===== src/rtl/wbc_arbiter_if.sv =====
// Bus bundle between the three WISHBONE masters' CYC/STB lines, the slave-mux
// termination and the round-robin arbiter with its watchdog outputs.
interface wbc_arbiter_if;
  logic [2:0]  cyc_i;
  logic [2:0]  stb_i;
  logic        term_i;
  logic [2:0]  gnt_o;
  logic        timeout_o;
  logic        busy_o;
  logic [15:0] timeout_cnt_o;

  modport slave (
    input  cyc_i, stb_i, term_i,
    output gnt_o, timeout_o, busy_o, timeout_cnt_o
  );

  modport master (
    output cyc_i, stb_i, term_i,
    input  gnt_o, timeout_o, busy_o, timeout_cnt_o
  );
endinterface


===== src/rtl/wbc_arbiter.sv =====
// Three-master round-robin WISHBONE arbiter with a one-cycle dead gap between
// grants and a stalled-strobe watchdog that forces a bus error on expiry.
module wbc_arbiter #(
  parameter int unsigned TIMEOUT_CYCLES = 1023
) (
  input  logic           clk_i,
  input  logic           rst_n_i,
  wbc_arbiter_if.slave   bus
);
  localparam int unsigned NM  = 3;
  localparam int unsigned IW  = 2;
  localparam int unsigned WDW = 16;

  typedef enum logic [1:0] {S_IDLE, S_GRANT, S_TIMEOUT, S_GAP} state_e;

  state_e         state_q, state_d;
  logic [NM-1:0]  gnt_q, gnt_d;
  logic           to_q, to_d;
  logic           busy_q, busy_d;
  logic [WDW-1:0] wd_q, wd_d;
  logic [WDW-1:0] cnt_q, cnt_d;
  logic [IW-1:0]  last_q, last_d;

  logic [IW-1:0]  pick_c;
  logic           g_cyc_c;
  logic           g_stb_c;

  assign g_cyc_c = |(bus.cyc_i & gnt_q);
  assign g_stb_c = |(bus.stb_i & gnt_q);

  // Round-robin search starting just after the last granted master.
  always_comb begin
    logic [IW-1:0] cand;
    logic          found;
    pick_c = last_q;
    cand   = '0;
    found  = 1'b0;
    for (int unsigned k = 1; k <= NM; k++) begin
      cand = IW'((32'(last_q) + k) % NM);
      if (!found && bus.cyc_i[cand]) begin
        pick_c = cand;
        found  = 1'b1;
      end
    end
  end

  always_comb begin
    state_d = state_q;
    gnt_d   = gnt_q;
    to_d    = 1'b0;
    wd_d    = '0;
    last_d  = last_q;
    cnt_d   = cnt_q;
    case (state_q)
      S_IDLE, S_GAP: begin
        gnt_d   = '0;
        state_d = S_IDLE;
        if (|bus.cyc_i) begin
          gnt_d   = NM'(1) << pick_c;
          last_d  = pick_c;
          state_d = S_GRANT;
        end
      end
      S_GRANT: begin
        if (!g_cyc_c) begin
          gnt_d   = '0;
          state_d = S_GAP;
        end else if (bus.term_i || !g_stb_c) begin
          wd_d = '0;
        end else if (wd_q == WDW'(TIMEOUT_CYCLES - 1)) begin
          state_d = S_TIMEOUT;
          to_d    = 1'b1;
          cnt_d   = (cnt_q == '1) ? cnt_q : cnt_q + WDW'(1);
        end else begin
          wd_d = wd_q + WDW'(1);
        end
      end
      S_TIMEOUT: begin
        if (g_cyc_c) begin
          state_d = S_GRANT;
        end else begin
          gnt_d   = '0;
          state_d = S_GAP;
        end
      end
      default: begin
        gnt_d   = '0;
        state_d = S_IDLE;
      end
    endcase
    busy_d = |gnt_d;
  end

  always_ff @(posedge clk_i or negedge rst_n_i) begin
    if (!rst_n_i) begin
      state_q <= S_IDLE;
      gnt_q   <= '0;
      to_q    <= 1'b0;
      busy_q  <= 1'b0;
      wd_q    <= '0;
      cnt_q   <= '0;
      last_q  <= IW'(2);
    end else begin
      state_q <= state_d;
      gnt_q   <= gnt_d;
      to_q    <= to_d;
      busy_q  <= busy_d;
      wd_q    <= wd_d;
      cnt_q   <= cnt_d;
      last_q  <= last_d;
    end
  end

  assign bus.gnt_o         = gnt_q;
  assign bus.timeout_o     = to_q;
  assign bus.busy_o        = busy_q;
  assign bus.timeout_cnt_o = cnt_q;
endmodule


===== src/flat_wrapper.sv =====
// flat-port wrapper written by rule: the top's interface ports become plain ports
module wbc_arbiter_flat 
#(
  parameter int unsigned TIMEOUT_CYCLES = 1023
)
  (clk_i, rst_n_i, bus_cyc_i, bus_stb_i, bus_term_i, bus_gnt_o, bus_timeout_o, bus_busy_o, bus_timeout_cnt_o);
  wbc_arbiter_if bus_i ();
  input  logic clk_i;
  input  logic rst_n_i;
  input wire logic [$bits(bus_i.cyc_i)-1:0] bus_cyc_i;
  input wire logic [$bits(bus_i.stb_i)-1:0] bus_stb_i;
  input wire logic [$bits(bus_i.term_i)-1:0] bus_term_i;
  output wire logic [$bits(bus_i.gnt_o)-1:0] bus_gnt_o;
  output wire logic [$bits(bus_i.timeout_o)-1:0] bus_timeout_o;
  output wire logic [$bits(bus_i.busy_o)-1:0] bus_busy_o;
  output wire logic [$bits(bus_i.timeout_cnt_o)-1:0] bus_timeout_cnt_o;
  assign bus_i.cyc_i = bus_cyc_i;
  assign bus_i.stb_i = bus_stb_i;
  assign bus_i.term_i = bus_term_i;
  assign bus_gnt_o = bus_i.gnt_o;
  assign bus_timeout_o = bus_i.timeout_o;
  assign bus_busy_o = bus_i.busy_o;
  assign bus_timeout_cnt_o = bus_i.timeout_cnt_o;
  wbc_arbiter #(.TIMEOUT_CYCLES(TIMEOUT_CYCLES)) u_core (.clk_i(clk_i), .rst_n_i(rst_n_i), .bus(bus_i));
endmodule

===== config.mk =====
export PLATFORM = sky130hd
export DESIGN_NAME = wbc_arbiter_flat
export DESIGN_NICKNAME = d
export VERILOG_FILES = /design/src/rtl/wbc_arbiter_if.sv /design/src/rtl/wbc_arbiter.sv /design/src/flat_wrapper.sv
export SDC_FILE = /design/constraint.sdc
export NUM_CORES = 1
export LEC_CHECK = 0
export CAP_MARGIN = 40
export CORE_UTILIZATION = 50
export CTS_CLUSTER_SIZE = 8
export DETAILED_ROUTE_END_ITERATION = 12
export GPL_ROUTABILITY_DRIVEN = 0
export GPL_TIMING_DRIVEN = 0
export PLACE_DENSITY = 0.78
export SETUP_SLACK_MARGIN = 0.1
export SLEW_MARGIN = 10
export SYNTH_ARGS = -nofsm -noshare
export SYNTH_HDL_FRONTEND = slang
export SYNTH_SLANG_ARGS = --single-unit

===== constraint.sdc =====
create_clock -name clk_i -period 4.3 [get_ports clk_i]
set_clock_uncertainty 0.1 [all_clocks]
set_input_delay 0.43 -clock clk_i [delete_from_list [all_inputs] [get_ports clk_i]]
set_output_delay 0.43 -clock clk_i [all_outputs]
set_load 0.02 [all_outputs]

==> results by group, run 1 <==
Yosys
  • Yosys top cell by area: dfrtp_1
  • Number of flops mapped to enable cells by yosys: 0
  • Post-Synth Adder-Cell Area: slightly below 4%
  • Synth Area per Inst: just under 10 µm²
  • Yosys cell types: 47
  • Xor and xnor area share after synthesis: around 11%
  • Multiplexer share of the synthesized area: less than 1%
  • Largest family of logic cells by synthesized area: simple AND/OR/NAND/NOR gates
  • Post-synthesis simple-gate area fraction: between 20 and 25%
  • Syn_nets: roughly 240
  • Share of the synthesized area in the top cell type: between 40% and 50%
  • Post-synthesis register bit count: between 40 and 50
  • Post-synthesis sequential area ratio: a little under half
  • Syn Inst Count: about 220
  • Synth Flop Type: dfrtp_1
  • Synth area leaders: dfrtp_1 45%, xor2_1 6.7%, nor2_1 5.6%, xnor2_1 4.4%, ha_1 4.0%
  • Ys Warns: 0
  • Compound-Gate Fraction of Synth Area: between 10% and 20%
  • Synth Cell Area: 2213 µm²
  • Async S/R FF share, synth: 100.0%

Setup path
  • Max FO, Critical Path: 10
  • R2R Path End: u_core.bus.gnt_o[0]
  • CP Launch Type: flop
  • Worst r2r src: u_core.last_q[1]
  • Worst Setup SP: u_core.last_q[1]
  • CP required: ~4.4 ns
  • Slowest-stage cell, CP: dfstp_2
  • Largest stage delay on the critical path: 0.55 ns
  • WP data arrival: about 2.7 ns
  • Worst Setup Path Type: flop to flop
  • CP cell instances: ha_1, clkbuf_1, a21boi_0, a221o_1, o21ai_0, a32oi_1, a32o_1
  • Worst R2R Path Depth: 7
  • R2R setup slack: 1.71 ns
  • Critical path capture point type: flop
  • Worst setup path endpoint: u_core.bus.gnt_o[0]

Clocking
  • # H-tree levels: 2
  • Clock root buffer: clkbuf_8
  • Setup Buffers After CTS: 0
  • Clock Path Buffers: 2
  • CTS tree: done
  • CTS sink cnt: 41
  • Worst skew pair latency: 0.29 ns
  • Hold_buf cts: 1
  • Clock slew at reported path FFs: approximately 0.080 ns
  • Post_cts resized: 0
  • Cts bufs inserted: 5

Floorplanning
  • Initial Utilization: 53.79%
  • FP Rows: 23
  • DIE AREA: 4697 µm²
  • Die height: 68.54 µm
  • Core Footprint: around 4100 µm²
  • Ports: 30
  • Die Wd: about 69 µm

Finish
  • NumNets Final: between 200 and 300
  • Layout cells sized above 1: under 10%
  • Core Util, Final: between 60% and 70%
  • Fillers: 352
  • Layout Area Growth over Synthesis: 20.35%
  • Inserted Diodes: 0
  • Most frequent cells in the layout: 40 x dfrtp_1, 33 x nor2_1, 27 x clkdlybuf4s50_1, 17 x xor2_1, 15 x inv_1
  • Most common library cell in the layout ignoring fill and taps: dfrtp_1
  • Area of the multi-input gates: between 1000 and 1500 µm²
  • Register area: ~1000 µm²
  • Final instance area: 2664 µm²

Route
  • DRC viols: 0
  • First DRT Iteration DRCs: 88
  • Routed WL per cell: ~13 µm
  • Routed vias: between 1500 and 2000
  • Total Wirelength: approximately 4000 µm
  • Antenna Violating Nets Remaining: 0
  • Drt via density: roughly 5.5
  • Drt pass-1 iters: 4

STA
  • Max-slew headroom: 54.11%
  • Minimum hold slack: ~0.37 ns
  • F_max: between 0.3 and 0.4 GHz
  • RSZ-0062 raised after global routing: false
  • Worst Max-Slew Pin Slew: ~0.69 ns
  • Final hold vios: 0
  • Final slew viol count: 0
  • Final WS setup: between 1.5 and 2 ns
  • Post-route minimum period: 2.591 ns
  • Post-Route Setup TNS: 0 ns
  • Endpoints failing setup: 0
  • Final Cycle Share: 60.25%

Global route
  • Gr ovfl total: 0
  • All-Layer GR Usage: 19.95%
  • Largest net degree at the start of global routing: 39
  • First-pass GRT wire length: roughly 6800 µm
  • Vias in the first global route: around 1600
  • Initial antenna violation count: 0

Outcome
  • Outcome: complete, no violations

Pwr
  • IR drop worst, VDD: around 0.00028 V
  • Pwr dens: approximately 400 nW/µm²
  • Leakage power total: 1.139 nW

Min path
  • Hold crit path type: primary input to asynchronous set/reset pin

Placed design
  • Port Buffers: 28
  • Post-DP HPWL: roughly 3000 µm
  • Cell area after placement: roughly 2600 µm²
  • Worst slack, placed: ~1.5 ns

Job
  • Max_cap viols: 0
through the flow:
stage	total power, mW	instances
floorplan	0.7327	223
global placement	0.8195	301
detailed placement	0.8381	302
CTS	1.084	311
global route	1.153	311
finish	1.076	311
synth_stat cells, types with 3 or more instances:
master    number
nor2_1        33
nand3_1       12
ha_1           7
clkbuf_1       5
nor4_1         4
xor2_1        17
inv_1         15
nand4_1        5
a21oi_1        6
xnor2_1       11
nor4_2         4
nand2b_1       3
o21ai_0        5
nor3_1         7
nand2_1       14
dfrtp_1       40
routing by layer:
metal | vias up | GRT usage [%] | routed length (µm)
met2 | 27 | 34.68 | 1997
met5 | - | 0 | 0
met3 | 7 | 3.947 | 121
met4 | 0 | 8.594 | 68
met1 | 822 | 23.81 | 1853
li1 | 856 | - | -
report_power, final:
group	switching (mW)	leakage, nW	total (mW)	internal (mW)
registers	0.0216	0.535	0.444	0.422
logic	0.234	0.559	0.394	0.159
clock network	0.127	0.0450	0.239	0.112
total	0.382	1.14	1.08	0.694
cell type report:
type	count	area share, %
flip-flops and latches	41	38.56
well taps	50	2.349
repair buffers	30	11.46
clock inverters	2	0.3758
inverters	15	2.114
multi-input cells	161	41.29
plain buffers	6	1.127
clock buffers	6	2.724
kinds of logic after synthesis:
| group | after synthesis |
|---|---|
| xor gates and xnor gates | 28 |
| buffers and inverters | 21 |
| adders and majority gates | 7 |
| muxes | 1 |
| and+or+nand+nor | 93 |
| DFF | 41 |
| AOI/OAI and AO/OA | 32 |
flip-flops by register name (all words and copies together), names as in the netlist:
signal / count
u_core.wd_q: 16
u_core.state_q: 2
u_core.bus.busy_o: 1
u_core.bus.timeout_o: 1
u_core.last_q: 2
u_core.bus.gnt_o: 3
u_core.bus.timeout_cnt_o: 16
critical path, delay by kind of cell (launching register included):
| kind | cells | cell delay (ns) |
|---|---|---|
| flip-flops | 1 | 0.55 |
| adder cells (fa/ha/maj) | 1 | 0.14 |
| buffers and inverters | 1 | 0.32 |
| AO/OA/AOI/OAI | 5 | 1.38 |
worst min-delay path by stage:
stage / end / slack, ns / cells past startpoint
final: u_core.bus.busy_o / 0.37 / 2
after global routing: u_core.last_q[0] / 0.39 / 2
after CTS: u_core.last_q[0] / 0.37 / 2
after detailed placement: u_core.last_q[0] / 0.15 / 1
after global placement: u_core.wd_q[0] / 0.37 / 1
after floorplan: u_core.bus.busy_o / 0.03 / 0
No activity file was read; power rests on OpenSTA's default activity.
==> run 2, diff against run 1 <==
==> constraint.sdc (replaced) <==
create_clock -name clk_i -period 2.6 [get_ports clk_i]
set_clock_uncertainty 0.1 [all_clocks]
set_input_delay 0.26 -clock clk_i [delete_from_list [all_inputs] [get_ports clk_i]]
set_output_delay 0.26 -clock clk_i [all_outputs]
set_load 0.02 [all_outputs]
==> results by group, run 2 (synthesis gave the netlist of run 1 again) <==
Finish
  • Core Util, Final: 65.61% (was 64.73%)
  • Layout cells sized above 1: 10.94% (was 8.429%)
  • Most frequent cells in the layout: 40 x dfrtp_1, 33 x nor2_1, 27 x clkdlybuf4s50_1, 17 x xor2_1, 15 x inv_1 (unchanged)
  • Layout Area Growth over Synthesis: 21.99% (was 20.35%)
  • NumNets Final: 280 (was 276)
  • Inserted Diodes: 0 (unchanged)
  • Most common library cell in the layout ignoring fill and taps: dfrtp_1 (unchanged)

Global route
  • Gr busiest metal: met2 (unchanged)
  • Largest net degree at the start of global routing: 39 (unchanged)
  • Gr ovfl total: 0 (unchanged)
  • M2 GR Usage: 34.68% (unchanged)
  • Met1 usage: 23.81% (unchanged)
  • All-Layer GR Usage: 19.95% (unchanged)
  • Vias in the first global route: 1613 (unchanged)
  • First-pass GRT wire length: 6803 µm (unchanged)
  • Initial antenna violation count: 0 (unchanged)
  • Met3 Usage GRT: 3.947% (unchanged)

STA
  • Endpoints failing setup: 0 (unchanged)
  • Final Cycle Share: 89.49% (was 60.25%)
  • Final slew viol count: 0 (unchanged)
  • Final hold vios: 0 (unchanged)
  • F_max: 0.4298 GHz (was 0.3860 GHz)
  • Max-slew headroom: 66.85% (was 54.11%)
  • Post-Route Setup TNS: 0 ns (unchanged)
  • Worst Max-Slew Pin Slew: 0.4972 ns (was 0.6884 ns)
  • RSZ-0062 raised after global routing: false (unchanged)
  • Post-route minimum period: 2.327 ns (was 2.591 ns)

Clocking
  • CTS tree: done (unchanged)
  • Clock slew at reported path FFs: 0.08 ns (about the same)
  • Clock root buffer: clkbuf_8 (unchanged)
  • # H-tree levels: 2 (unchanged)
  • CTS sink cnt: 41 (unchanged)
  • Worst skew pair latency: 0.29 ns (about the same)
  • Clock Path Buffers: 2 (unchanged)
  • Cts bufs inserted: 5 (unchanged)

Min path
  • Hold crit path type: primary input to asynchronous set/reset pin (unchanged)

Floorplanning
  • FP Rows: 23 (unchanged)
  • Core Footprint: 4115 µm² (unchanged)
  • Die Wd: 68.54 µm (unchanged)
  • Die height: 68.54 µm (unchanged)
  • Ports: 30 (unchanged)
  • Initial Utilization: 53.79% (unchanged)
  • DIE AREA: 4697 µm² (unchanged)

Placed design
  • Port Buffers: 28 (unchanged)
  • Post-DP HPWL: 3029 µm (unchanged)

Setup path
  • CP cell instances: or4_4, nor4_4, buf_4, nand3_4, buf_6, nor4_2, xnor2_1 (was ha_1, clkbuf_1, a21boi_0, a221o_1, o21ai_0, a32oi_1, a32o_1)
  • WP buf/inv: 2 (was 1)
  • R2R Path End: u_core.bus.timeout_cnt_o[11] (was u_core.bus.gnt_o[0])
  • Worst r2r src: u_core.wd_q[13] (was u_core.last_q[1])
  • WP depth: 7 (unchanged)
  • Crit-path leading delay family: simple AND/OR/NAND/NOR gates (was compound AO/OA/AOI/OAI gates)
  • WP data arrival: 2.45 ns (was 2.66 ns)
  • Max FO, Critical Path: 10 (unchanged)
  • Largest stage delay on the critical path: 0.56 ns (was 0.55 ns)
  • CP Launch Type: flop (unchanged)
  • Worst R2R Path Depth: 7 (unchanged)
  • Worst Setup Path Type: flop to flop (unchanged)
  • R2R setup slack: 0.27 ns (was 1.71 ns)
  • CP required: 2.72 ns (was 4.37 ns)
  • Critical path capture point type: flop (unchanged)
  • Slowest-stage cell, CP: or4_4 (was dfstp_2)

Pwr
  • Leakage power total: 1.165 nW (was 1.139 nW)
  • IR drop worst, VDD: 0.0004644 V (was 0.0002783 V)
  • Pwr dens: 666.0 nW/µm² (was 404.1 nW/µm²)

Route
  • First DRT Iteration DRCs: 96 (was 88)
  • Drt via density: 5.511 (was 5.505)
  • Routed WL per cell: 13.01 µm (was 12.99 µm)
  • Total Wirelength: 4098 µm (was 4040 µm)
  • Antenna Violating Nets Remaining: 0 (unchanged)
  • Drt pass-1 iters: 4 (unchanged)
  • DRC viols: 0 (unchanged)
  • Routed vias: 1736 (was 1712)

Job
  • Max_cap viols: 0 (unchanged)

Outcome
  • Outcome: complete, no violations (unchanged)
==> run 2: final cells by class <==
| type | count | area, µm² |
|---|---|---|
| flip-flops and latches | 41 | 1027 |
| multi-input cells | 161 | 1104 |
| inverters | 15 | 56.30 |
| well taps | 50 | 62.56 |
| fillers | 345 | 1415 |
| plain buffers | 6 | 32.53 |
| clock buffers | 6 | 72.57 |
| clock inverters | 2 | 10.01 |
| repair buffers | 34 | 335.3 |
==> run 2: timing repair <==
item                                    in CTS  in global routing
pin swaps                                    0                  3
resized for setup                            1                  4
hold buffers                                 1                  0
buffers inserted                             0                  4
endpoints found under the setup margin       3                 18
endpoints found under the hold margin       41                  0
==> run 2: metrics by stage <==
step                setup WS, ns  hold slack, ns  total power, mW  instance area (µm²)  std cells
global placement       -0.009858          0.3707            1.355                 2556        301
global route              0.1037          0.2195            1.927                 2700        315
detailed placement      -0.07527        -0.01890            1.386                 2571        302
CTS                       0.1786          0.1991            1.796                 2665        311
finish                    0.2732          0.2007            1.798                 2700        315
floorplan                 0.3960         -0.1356            1.212                 2213        223
==> run 2: worst reg2reg max path: cells and delay by family (launching register included) <==
kind	cells	cell delay (ns)
DFF	1	0.42
and+or+nand+nor	4	1.21
xor gates and xnor gates	1	0.15
buffers and inverters	2	0.37
==> run 2: worst max path at each step <==
stage | startpoint | to | slack (ns)
finish | u_core.wd_q[13] | u_core.bus.timeout_cnt_o[11] | 0.27
global route | u_core.last_q[1] | u_core.bus.gnt_o[0] | 0.10
CTS | u_core.last_q[1] | u_core.bus.gnt_o[0] | 0.18
detailed placement | bus_cyc_i[0] | u_core.wd_q[14] | -0.08
global placement | bus_cyc_i[0] | u_core.wd_q[11] | -0.01
floorplan | u_core.last_q[1] | u_core.bus.gnt_o[0] | 0.40
==> run 2: routing by layer <==
layer	share of wire [%]	routed length, µm
met1	45	1857
met5	0	0
met2	50	2037
met4	1.7	68
met3	3.3	135
==> run 2: power by group <==
group / leakage (nW) / internal (mW) / switching, mW
sequential: 0.535 / 0.698 / 0.0360
combinational: 0.585 / 0.280 / 0.388
clock: 0.0450 / 0.186 / 0.210
total: 1.16 / 1.16 / 0.634
==> run 3, diff against run 2 <==
--- a/config.mk
+++ b/config.mk
@@ -13,7 +13,6 @@
 export GPL_TIMING_DRIVEN = 0
 export PLACE_DENSITY = 0.78
 export SETUP_SLACK_MARGIN = 0.1
-export SLEW_MARGIN = 10
 export SYNTH_ARGS = -nofsm -noshare
 export SYNTH_HDL_FRONTEND = slang
 export SYNTH_SLANG_ARGS = --single-unit
==> results by group, run 3 (synthesis gave the netlist of run 1 again) <==
Outcome
  • Outcome: complete, no violations (unchanged)

STA
  • Max-slew headroom: 66.79% (was 66.85%)
  • Post-route minimum period: 2.354 ns (was 2.327 ns)
  • F_max: 0.4247 GHz (was 0.4298 GHz)
  • Final hold vios: 0 (unchanged)
  • Worst Max-Slew Pin Slew: 0.4981 ns (was 0.4972 ns)
  • Final Cycle Share: 90.55% (was 89.49%)
  • RSZ-0062 raised after global routing: true (was false)
  • Final slew viol count: 0 (unchanged)
  • Endpoints failing setup: 0 (unchanged)
  • Minimum hold slack: 0.1925 ns (was 0.2007 ns)

Clocking
  • # H-tree levels: 2 (unchanged)
  • CTS sink cnt: 41 (unchanged)
  • Clock root buffer: clkbuf_8 (unchanged)
  • Cts bufs inserted: 5 (unchanged)
  • CTS tree: done (unchanged)
  • Clock slew at reported path FFs: 0.08 ns (about the same)
  • Clock Path Buffers: 2 (unchanged)
  • Worst skew pair latency: 0.29 ns (about the same)

Route
  • Total Wirelength: 4084 µm (was 4098 µm)
  • Drt pass-1 iters: 7 (was 4)
  • Drt via density: 5.481 (was 5.511)
  • First DRT Iteration DRCs: 91 (was 96)
  • Routed WL per cell: 13.01 µm (about the same)
  • Routed vias: 1721 (was 1736)
  • Antenna Violating Nets Remaining: 0 (unchanged)
  • DRC viols: 0 (unchanged)

Pwr
  • IR drop worst, VDD: 0.0004691 V (was 0.0004644 V)
  • Leakage power total: 1.159 nW (was 1.165 nW)
  • Pwr dens: 666.2 nW/µm² (was 666.0 nW/µm²)
  • Pwr Total: 1.794 mW (was 1.798 mW)

Finish
  • Most common library cell in the layout ignoring fill and taps: dfrtp_1 (unchanged)
  • Cell Count, Final, Fillers Out: 314 (was 315)
  • Fillers: 351 (was 345)
  • Most frequent cells in the layout: 40 x dfrtp_1, 33 x nor2_1, 27 x clkdlybuf4s50_1, 17 x xor2_1, 15 x inv_1 (unchanged)
  • Core Util, Final: 65.43% (was 65.61%)
  • Inserted Diodes: 0 (unchanged)
  • Layout cells sized above 1: 10.61% (was 10.94%)
  • NumNets Final: 279 (was 280)
  • Layout Area Growth over Synthesis: 21.65% (was 21.99%)
  • Register area: 1027 µm² (unchanged)
  • Area of the multi-input gates: 1104 µm² (unchanged)

Floorplanning
  • FP Rows: 23 (unchanged)
  • Core Footprint: 4115 µm² (unchanged)
  • Initial Utilization: 53.79% (unchanged)
  • Die Wd: 68.54 µm (unchanged)
  • Die height: 68.54 µm (unchanged)
  • DIE AREA: 4697 µm² (unchanged)
  • Ports: 30 (unchanged)

Setup path
  • Max FO, Critical Path: 10 (unchanged)
  • R2R setup slack: 0.25 ns (was 0.27 ns)
  • CP Launch Type: flop (unchanged)
  • Worst r2r src: u_core.wd_q[13] (unchanged)
  • R2R Path End: u_core.bus.timeout_cnt_o[11] (unchanged)
  • WP data arrival: 2.47 ns (was 2.45 ns)
  • Worst Setup Path Type: flop to flop (unchanged)
  • Worst setup path endpoint: u_core.bus.timeout_cnt_o[11] (unchanged)
  • CP required: 2.72 ns (about the same)
  • Worst R2R Path Depth: 6 (was 7)
  • Worst Setup SP: u_core.wd_q[13] (unchanged)
  • Critical path capture point type: flop (unchanged)

Placed design
  • Port Buffers: 28 (unchanged)
  • Placed Cells: 302 (unchanged)
  • Post-DP HPWL: 3013 µm (was 3029 µm)

Global route
  • Gr ovfl total: 0 (unchanged)
  • All-Layer GR Usage: 19.95% (unchanged)
  • Initial antenna violation count: 0 (unchanged)
  • Vias in the first global route: 1614 (was 1613)
  • First-pass GRT wire length: 6810 µm (was 6803 µm)
  • Largest net degree at the start of global routing: 40 (was 39)

Min path
  • Hold crit path type: primary input to asynchronous set/reset pin (unchanged)

Job
  • Max_cap viols: 0 (unchanged)
## run 3: worst min path at each step
stage / startpoint / end / cells past startpoint
after global routing: rst_n_i / u_core.last_q[0] / 2
after floorplan: rst_n_i / u_core.bus.busy_o / 0
after CTS: rst_n_i / u_core.last_q[0] / 2
after global placement: u_core.wd_q[0] / u_core.wd_q[0] / 1
final: rst_n_i / u_core.last_q[0] / 2
after detailed placement: rst_n_i / u_core.last_q[0] / 1
## run 3: layout make-up
| cell class | instances | area share [%] |
|---|---|---|
| timing repair buffer | 33 | 12.17 |
| buffer | 6 | 1.208 |
| clock buffer | 6 | 2.695 |
| tap | 50 | 2.323 |
| multi-input combinational | 161 | 40.99 |
| sequential | 41 | 38.15 |
| inverter | 15 | 2.091 |
| clock inverter | 2 | 0.3717 |
## run 3: through the flow
step                      TNS [ns]  instance area [µm²]  setup slack (ns)
after floorplan                  0                 2213            0.3960
after global placement    -0.04649                 2556         -0.009858
after detailed placement   -0.6006                 2571          -0.07382
after CTS                        0                 2665            0.1878
after global routing             0                 2693           0.08071
final                            0                 2693            0.2456
## run 3: worst max-delay path, cell delays in order (launching register included)
cell and delay, ns:
dfrtp_1 0.42, or4_4 0.56, nor4_4 0.36, nand3_4 0.18, buf_6 0.19, nor4_2 0.31, xnor2_1 0.15
## run 3: routing by layer
layer | global-route usage (%) | routed length (µm) | up-vias
met5 | 0 | 0 | -
met4 | 9.375 | 51 | 0
met3 | 4.112 | 125 | 4
met2 | 34.31 | 2063 | 31
met1 | 23.71 | 1844 | 823
li1 | - | - | 863
## run 3: power breakdown
part	switching, mW	total [mW]	internal, mW
sequential	0.0356	0.734	0.698
combinational	0.385	0.664	0.280
clock	0.210	0.396	0.186
total	0.630	1.79	1.16
## run 3: repair_timing
| item | 4_1_cts | 5_1_grt |
|---|---|---|
| pin swaps | 0 | 2 |
| hold endpoints to repair | 41 | 0 |
| buffers inserted | 0 | 3 |
| setup endpoints to repair | 2 | 19 |
| hold buffers | 1 | 0 |
| gates resized for setup | 1 | 4 |
